<file path="src/rtl/prog_chain_loader_if.sv">
// Configuration-word valid/ready handshake between the bitstream source
// (master) and prog_chain_loader (slave).
interface prog_chain_loader_if #(
  parameter int unsigned WORD_WIDTH = 8
);
  logic [WORD_WIDTH-1:0] cfg_data;
  logic                  cfg_valid;
  logic                  cfg_ready;

  modport master (output cfg_data, output cfg_valid, input cfg_ready);
  modport slave  (input cfg_data, input cfg_valid, output cfg_ready);
endinterface

</file>
<file path="src/rtl/prog_chain_loader.sv">
// Serialises configuration words onto the fabric programming chain, CHAIN_LEN bits per load.
// Optional readback of the chain tail is built when PROG_LOADER_READBACK_EN is defined.
module prog_chain_loader #(
  parameter int unsigned CHAIN_LEN  = 64,
  parameter int unsigned WORD_WIDTH = 8
) (
  input  logic                  prog_clk,
  input  logic                  prog_rst,
  input  logic                  start,
  output logic                  busy,
  output logic                  done,
  prog_chain_loader_if.slave    cfg,
  output logic                  chain_in,
  output logic                  chain_en,
  input  logic                  chain_out,
  output logic [WORD_WIDTH-1:0] rb_data,
  output logic                  rb_valid
);
  localparam int unsigned NWORDS = (CHAIN_LEN + WORD_WIDTH - 1) / WORD_WIDTH;
  localparam int unsigned CNT_W  = $clog2(CHAIN_LEN + 1);
  localparam int unsigned IDX_W  = (WORD_WIDTH > 1) ? $clog2(WORD_WIDTH) : 1;
  localparam int unsigned WA_W   = $clog2(NWORDS + 1);
  localparam logic [CNT_W-1:0] LEN_C    = CNT_W'(CHAIN_LEN);
  localparam logic [IDX_W-1:0] IDX_LAST = IDX_W'(WORD_WIDTH - 1);
  localparam logic [WA_W-1:0]  NWORDS_C = WA_W'(NWORDS);

  typedef enum logic [1:0] {IDLE, FILL, SHIFT, DONE} state_e;

  state_e                state_q;
  logic [WORD_WIDTH-1:0] shreg_q;
  logic [WORD_WIDTH-1:0] hold_q;
  logic                  hold_full_q;
  logic [IDX_W-1:0]      idx_q;
  logic [CNT_W-1:0]      cnt_q;
  logic [WA_W-1:0]       words_q;
  logic                  chain_in_q;
  logic                  chain_en_q;
  logic                  done_q;

  logic handshake;
  logic last_bit;
  logic word_end;

  always_comb begin
    cfg.cfg_ready = (state_q == FILL) ||
                    ((state_q == SHIFT) && !hold_full_q && (words_q < NWORDS_C));
    handshake     = cfg.cfg_valid && cfg.cfg_ready;
    last_bit      = (cnt_q + CNT_W'(1)) == LEN_C;
    // Bits of a partial last word above the chain length end the word early.
    word_end      = (idx_q == IDX_LAST) || last_bit;
  end

  always_ff @(posedge prog_clk) begin
    if (prog_rst) begin
      state_q     <= IDLE;
      shreg_q     <= '0;
      hold_q      <= '0;
      hold_full_q <= 1'b0;
      idx_q       <= '0;
      cnt_q       <= '0;
      words_q     <= '0;
      chain_in_q  <= 1'b0;
      chain_en_q  <= 1'b0;
      done_q      <= 1'b0;
    end else begin
      done_q <= 1'b0;
      unique case (state_q)
        IDLE: begin
          chain_in_q <= 1'b0;
          chain_en_q <= 1'b0;
          if (start) begin
            state_q     <= FILL;
            cnt_q       <= '0;
            words_q     <= '0;
            idx_q       <= '0;
            hold_full_q <= 1'b0;
          end
        end
        FILL: begin
          chain_en_q <= 1'b0;
          if (handshake) begin
            shreg_q <= cfg.cfg_data;
            idx_q   <= '0;
            words_q <= words_q + WA_W'(1);
            state_q <= SHIFT;
          end
        end
        SHIFT: begin
          if (cnt_q == LEN_C) begin
            chain_in_q <= 1'b0;
            chain_en_q <= 1'b0;
            done_q     <= 1'b1;
            state_q    <= DONE;
          end else begin
            chain_in_q <= shreg_q[0];
            chain_en_q <= 1'b1;
            cnt_q      <= cnt_q + CNT_W'(1);
            if (word_end) begin
              idx_q <= '0;
              // A word arriving exactly at an empty-hold boundary bypasses the hold register.
              if (hold_full_q) begin
                shreg_q     <= hold_q;
                hold_full_q <= 1'b0;
              end else if (handshake) begin
                shreg_q <= cfg.cfg_data;
              end else if (!last_bit) begin
                state_q <= FILL;
              end
            end else begin
              shreg_q <= shreg_q >> 1;
              idx_q   <= idx_q + IDX_W'(1);
            end
            if (handshake) begin
              words_q <= words_q + WA_W'(1);
              if (!(word_end && !hold_full_q)) begin
                hold_q      <= cfg.cfg_data;
                hold_full_q <= 1'b1;
              end
            end
          end
        end
        DONE: state_q <= IDLE;
        default: state_q <= IDLE;
      endcase
    end
  end

  assign busy     = (state_q != IDLE);
  assign done     = done_q;
  assign chain_in = chain_in_q;
  assign chain_en = chain_en_q;

`ifdef PROG_LOADER_READBACK_EN
  logic [WORD_WIDTH-1:0] rb_acc_q;
  logic [WORD_WIDTH-1:0] rb_data_q;
  logic [IDX_W-1:0]      rb_idx_q;
  logic                  rb_valid_q;
  logic [WORD_WIDTH-1:0] rb_word;
  logic                  finishing;

  // The final sample coincides with the edge that raises done, so a partial word flushes there.
  always_comb begin
    finishing         = (state_q == SHIFT) && (cnt_q == LEN_C);
    rb_word           = rb_acc_q;
    rb_word[rb_idx_q] = chain_out;
  end

  always_ff @(posedge prog_clk) begin
    if (prog_rst) begin
      rb_acc_q   <= '0;
      rb_data_q  <= '0;
      rb_idx_q   <= '0;
      rb_valid_q <= 1'b0;
    end else begin
      rb_valid_q <= 1'b0;
      if (chain_en_q) begin
        if ((rb_idx_q == IDX_LAST) || finishing) begin
          rb_data_q  <= rb_word;
          rb_valid_q <= 1'b1;
          rb_acc_q   <= '0;
          rb_idx_q   <= '0;
        end else begin
          rb_acc_q <= rb_word;
          rb_idx_q <= rb_idx_q + IDX_W'(1);
        end
      end
    end
  end

  assign rb_data  = rb_data_q;
  assign rb_valid = rb_valid_q;
`else
  logic unused_chain_out;
  assign unused_chain_out = chain_out;
  assign rb_data  = '0;
  assign rb_valid = 1'b0;
`endif
endmodule

</file>
<file path="src/flat_wrapper.sv">
// flat-port wrapper written by rule: the top's interface ports become plain ports
module prog_chain_loader_flat 
#(
  parameter int unsigned CHAIN_LEN  = 64,
  parameter int unsigned WORD_WIDTH = 8
)
  (prog_clk, prog_rst, start, busy, done, chain_in, chain_en, chain_out, rb_data, rb_valid, cfg_cfg_data, cfg_cfg_valid, cfg_cfg_ready);
  prog_chain_loader_if #(.WORD_WIDTH(WORD_WIDTH)) cfg_i ();
  input  logic prog_clk;
  input  logic prog_rst;
  input  logic start;
  output logic busy;
  output logic done;
  output logic chain_in;
  output logic chain_en;
  input  logic chain_out;
  output logic [WORD_WIDTH-1:0] rb_data;
  output logic rb_valid;
  input wire logic [$bits(cfg_i.cfg_data)-1:0] cfg_cfg_data;
  input wire logic [$bits(cfg_i.cfg_valid)-1:0] cfg_cfg_valid;
  output wire logic [$bits(cfg_i.cfg_ready)-1:0] cfg_cfg_ready;
  assign cfg_i.cfg_data = cfg_cfg_data;
  assign cfg_i.cfg_valid = cfg_cfg_valid;
  assign cfg_cfg_ready = cfg_i.cfg_ready;
  prog_chain_loader #(.CHAIN_LEN(CHAIN_LEN), .WORD_WIDTH(WORD_WIDTH)) u_core (.prog_clk(prog_clk), .prog_rst(prog_rst), .start(start), .busy(busy), .done(done), .cfg(cfg_i), .chain_in(chain_in), .chain_en(chain_en), .chain_out(chain_out), .rb_data(rb_data), .rb_valid(rb_valid));
endmodule
</file>
<file path="config.mk">
export PLATFORM = sky130hd
export DESIGN_NAME = prog_chain_loader_flat
export DESIGN_NICKNAME = d
export VERILOG_FILES = /design/src/rtl/prog_chain_loader_if.sv /design/src/rtl/prog_chain_loader.sv /design/src/flat_wrapper.sv
export SDC_FILE = /design/constraint.sdc
export NUM_CORES = 1
export LEC_CHECK = 0
export ABC_AREA = 1
export BUFFER_PORTS_ARGS = -buffer_cell sky130_fd_sc_hd__buf_2
export CORE_MARGIN = 1.5
export CORE_UTILIZATION = 59
export DETAILED_ROUTE_END_ITERATION = 8
export PLACE_DENSITY = 0.84
export SLEW_MARGIN = 0
export SYNTH_ARGS = -nofsm -noshare
export SYNTH_HDL_FRONTEND = slang
export SYNTH_SLANG_ARGS = --single-unit
</file>
<file path="constraint.sdc">
create_clock -name prog_clk -period 3.2 [get_ports prog_clk]
set_input_delay 0.64 -clock prog_clk [delete_from_list [all_inputs] [get_ports prog_clk]]
set_output_delay 0.64 -clock prog_clk [all_outputs]
set_load 0.03 [all_outputs]
</file>
==> flow_summary.toml <==
[cells_and_area]
nets = 367
syn_to_final_growth_pct = 6.24
fill_cells = 351
final_cell_mix = "nand2_1 (83), inv_1 (41), dfxtp_1 (36), nand3_1 (33), a21oi_1 (31)"
final_common_cell = "nand2_1"
diodes = 0
layout-drive-gt1-share_pct = 10.8
stdcell_count = 391
final_cell_area_mm2 = 0.00234

[global_routing]
grt_overflow = 0
grt_pass1_vias = 1858
antenna_found_initial = 0
grt_max_degree = 28
grt_pass1_wl_um = 7880
track_usage_pct = 24.2

[timing]
setup_viol_count_final = 0
finalMaxSlewViolations = 0
fmax_mhz = 417
final-hold-violation-count = 0
fin_crit_ns = 2.40
fin_skew_ns = 0.00400
grt_setup_unrepaired = "no"
fin_crit_sh_pct = 75.0
worstMarginPinSlew_ns = 0.628
worst_slack_ns = 0.801
setup_tns_ns = 0
relSlewSlack_pct = 58.1

[yosys]
synthCells = 329
ys_ff_latch = 36
yosysWarningCount = 0
avgSynthCellArea_um2 = 6.70
seq_area_frac_synth_pct = 32.7
async_flop_share_pct = 0
synth_flop_cell = "dfxtp_1"
synth-edff-count = 0
ys_types = 28
synth_area_mm2 = 0.00220

[placed_design]
dp.cells = 384
dp_hpwl_um = 3300
post_dp_cell_area_mm2 = 0.00226
place.gp.congestion = 0.849
portBuffers = 16
post-place-ws_ns = 0.909

[routing]
drt-total-wl_um = 4630
routedWlPerCell_um = 11.8
viasPerCell = 5.25
vias = 2053
remaining_drc_errors = 0
first_pass_iters = 4
drtIter0Drc = 194
drtAntennaViolNets = 0

[clock_tree]
clk_pin_slew_worst_paths_ns = 0.07
worstSkewPairLatency_ns = 0.29
cts_buffer_depth = 2
cts_buffers = 5
cts_resized = 0
post_cts_buffers = 0
ctsHoldBuffers = 0
cts_tree = "built"
htree_levels = 2
root_buffer = "clkbuf_8"
cts_sinks = 36

[worst_setup_path]
cpMostUsedCell = "nand2_1"
cp.required_ns = 2.56
cp_num_buf_inv = 1
critPathSlowestCell = "ha_1"
cp_data_arrival_time_ns = 1.76
crit_path_end_kind = "primary output"
crit_fanout = 15
critPathKind = "reg2out"
max_stage_delay_ns = 0.61
cp_top_family = "adder cells"
start_kind = "flop"
crit_chain = "ha_1 -> nand2_1 -> nand2_1 -> buf_2"

[flow_run]
drv_cap = 0

[floorplan]
dieHeight_um = 64.1
row_count = 22
die-area_mm2 = 0.00411
io_pins = 27
initial_core_util_pct = 60.7
core-area_mm2 = 0.00363
die_x_um = 64.1

[status]
status = "finished clean"

[power]
worst_ir_drop_vdd_mv = 0.670
power.leakage_nw = 1.01
power_density_mw_per_mm2 = 728

[worst_hold_path]
hp-class = "reg2reg"
## logic make-up (layout without fill, tap and decap cells)
kind of cell	count (synthesis)	after routing	synth area share, %
buf+inv	62	68	12.8
fa+ha+maj	11	11	6.24
simple gates	165	165	35.5
other cells	1	9	0.170
compound gates	54	54	12.6
flops	36	36	32.7
## cells in the mapped netlist, types with 4 or more instances
master | number | area [um2]
buf_2 | 4 | 20.0
o21ai_0 | 18 | 90.1
nor3_1 | 7 | 35.0
nand2_2 | 4 | 25.0
ha_1 | 11 | 138
inv_1 | 41 | 154
clkbuf_1 | 4 | 15.0
dfxtp_1 | 36 | 721
nand4_1 | 8 | 50.1
nor2_1 | 20 | 75.1
buf_4 | 9 | 67.6
nand2_1 | 83 | 312
nand3_1 | 33 | 165
a21oi_1 | 31 | 155
## worst paths after layout
check / cells past startpoint / end / slack (ns) / start
setup / recovery: 4 / cfg_cfg_ready / 0.80 / u_core.state_q[1]
hold reg to reg: 2 / u_core.hold_q[5] / 0.47 / u_core.hold_q[5]
hold / removal: 2 / u_core.hold_q[5] / 0.47 / u_core.hold_q[5]
setup reg to reg: 7 / u_core.hold_full_q / 0.86 / u_core.state_q[1]
## worst reg2reg max path, delay by kind of cell (launching register included)
kind	cells	cell delay, ns
AO/OA/AOI/OAI	3	0.62
adder cells (fa/ha/maj)	1	0.61
flip-flops	1	0.45
AND/OR/NAND/NOR	2	0.36
buffers and inverters	1	0.23
## final cells by class
class	count	area (um2)	area share (%)
sequential	36	721	30.8
inverter	44	165	7.05
clock buffer	6	72.6	3.10
multi-input combinational	239	1230	52.6
clock inverter	1	5.00	0.214
tap	48	60.1	2.56
timing repair buffer	17	87.6	3.74
## stage by stage
step           total power [W]  util (%)  hold slack, ns
6_report               0.00171      64.5           0.468
5_1_grt                0.00186      64.5           0.491
4_1_cts                0.00171      64.5           0.471
3_5_place_dp           0.00140      62.3           0.460
3_3_place_gp           0.00138      62.3           0.450
2_1_floorplan          0.00124         -           0.441
## routing by layer
metal	global-route usage (%)	up-vias	wire length (um)
met3	6.34	9	206
li1	-	1066	-
met2	40.4	45	2110
met1	30.3	933	2230
met4	8.24	0	78
met5	0	-	0
## state kept, by name (all words and copies together) (netlist names)
| signal | flops |
|---|---|
| u_core.hold_q | 8 |
| u_core.chain_en | 1 |
| u_core.cnt_q | 7 |
| u_core.done | 1 |
| u_core.words_q | 4 |
| u_core.state_q | 2 |
| u_core.chain_in | 1 |
| u_core.shreg_q | 8 |
| u_core.hold_full_q | 1 |
| u_core.idx_q | 3 |
## where the power goes
group / total (W) / leakage, nW / internal, W / switching, W
clock: 0.000304 / 0.0410 / 0.000148 / 0.000156
sequential: 0.000601 / 0.293 / 0.000547 / 0.0000535
combinational: 0.000802 / 0.676 / 0.000253 / 0.000549
total: 0.00171 / 1.01 / 0.000948 / 0.000758
Power figures use the tool's default switching activity.
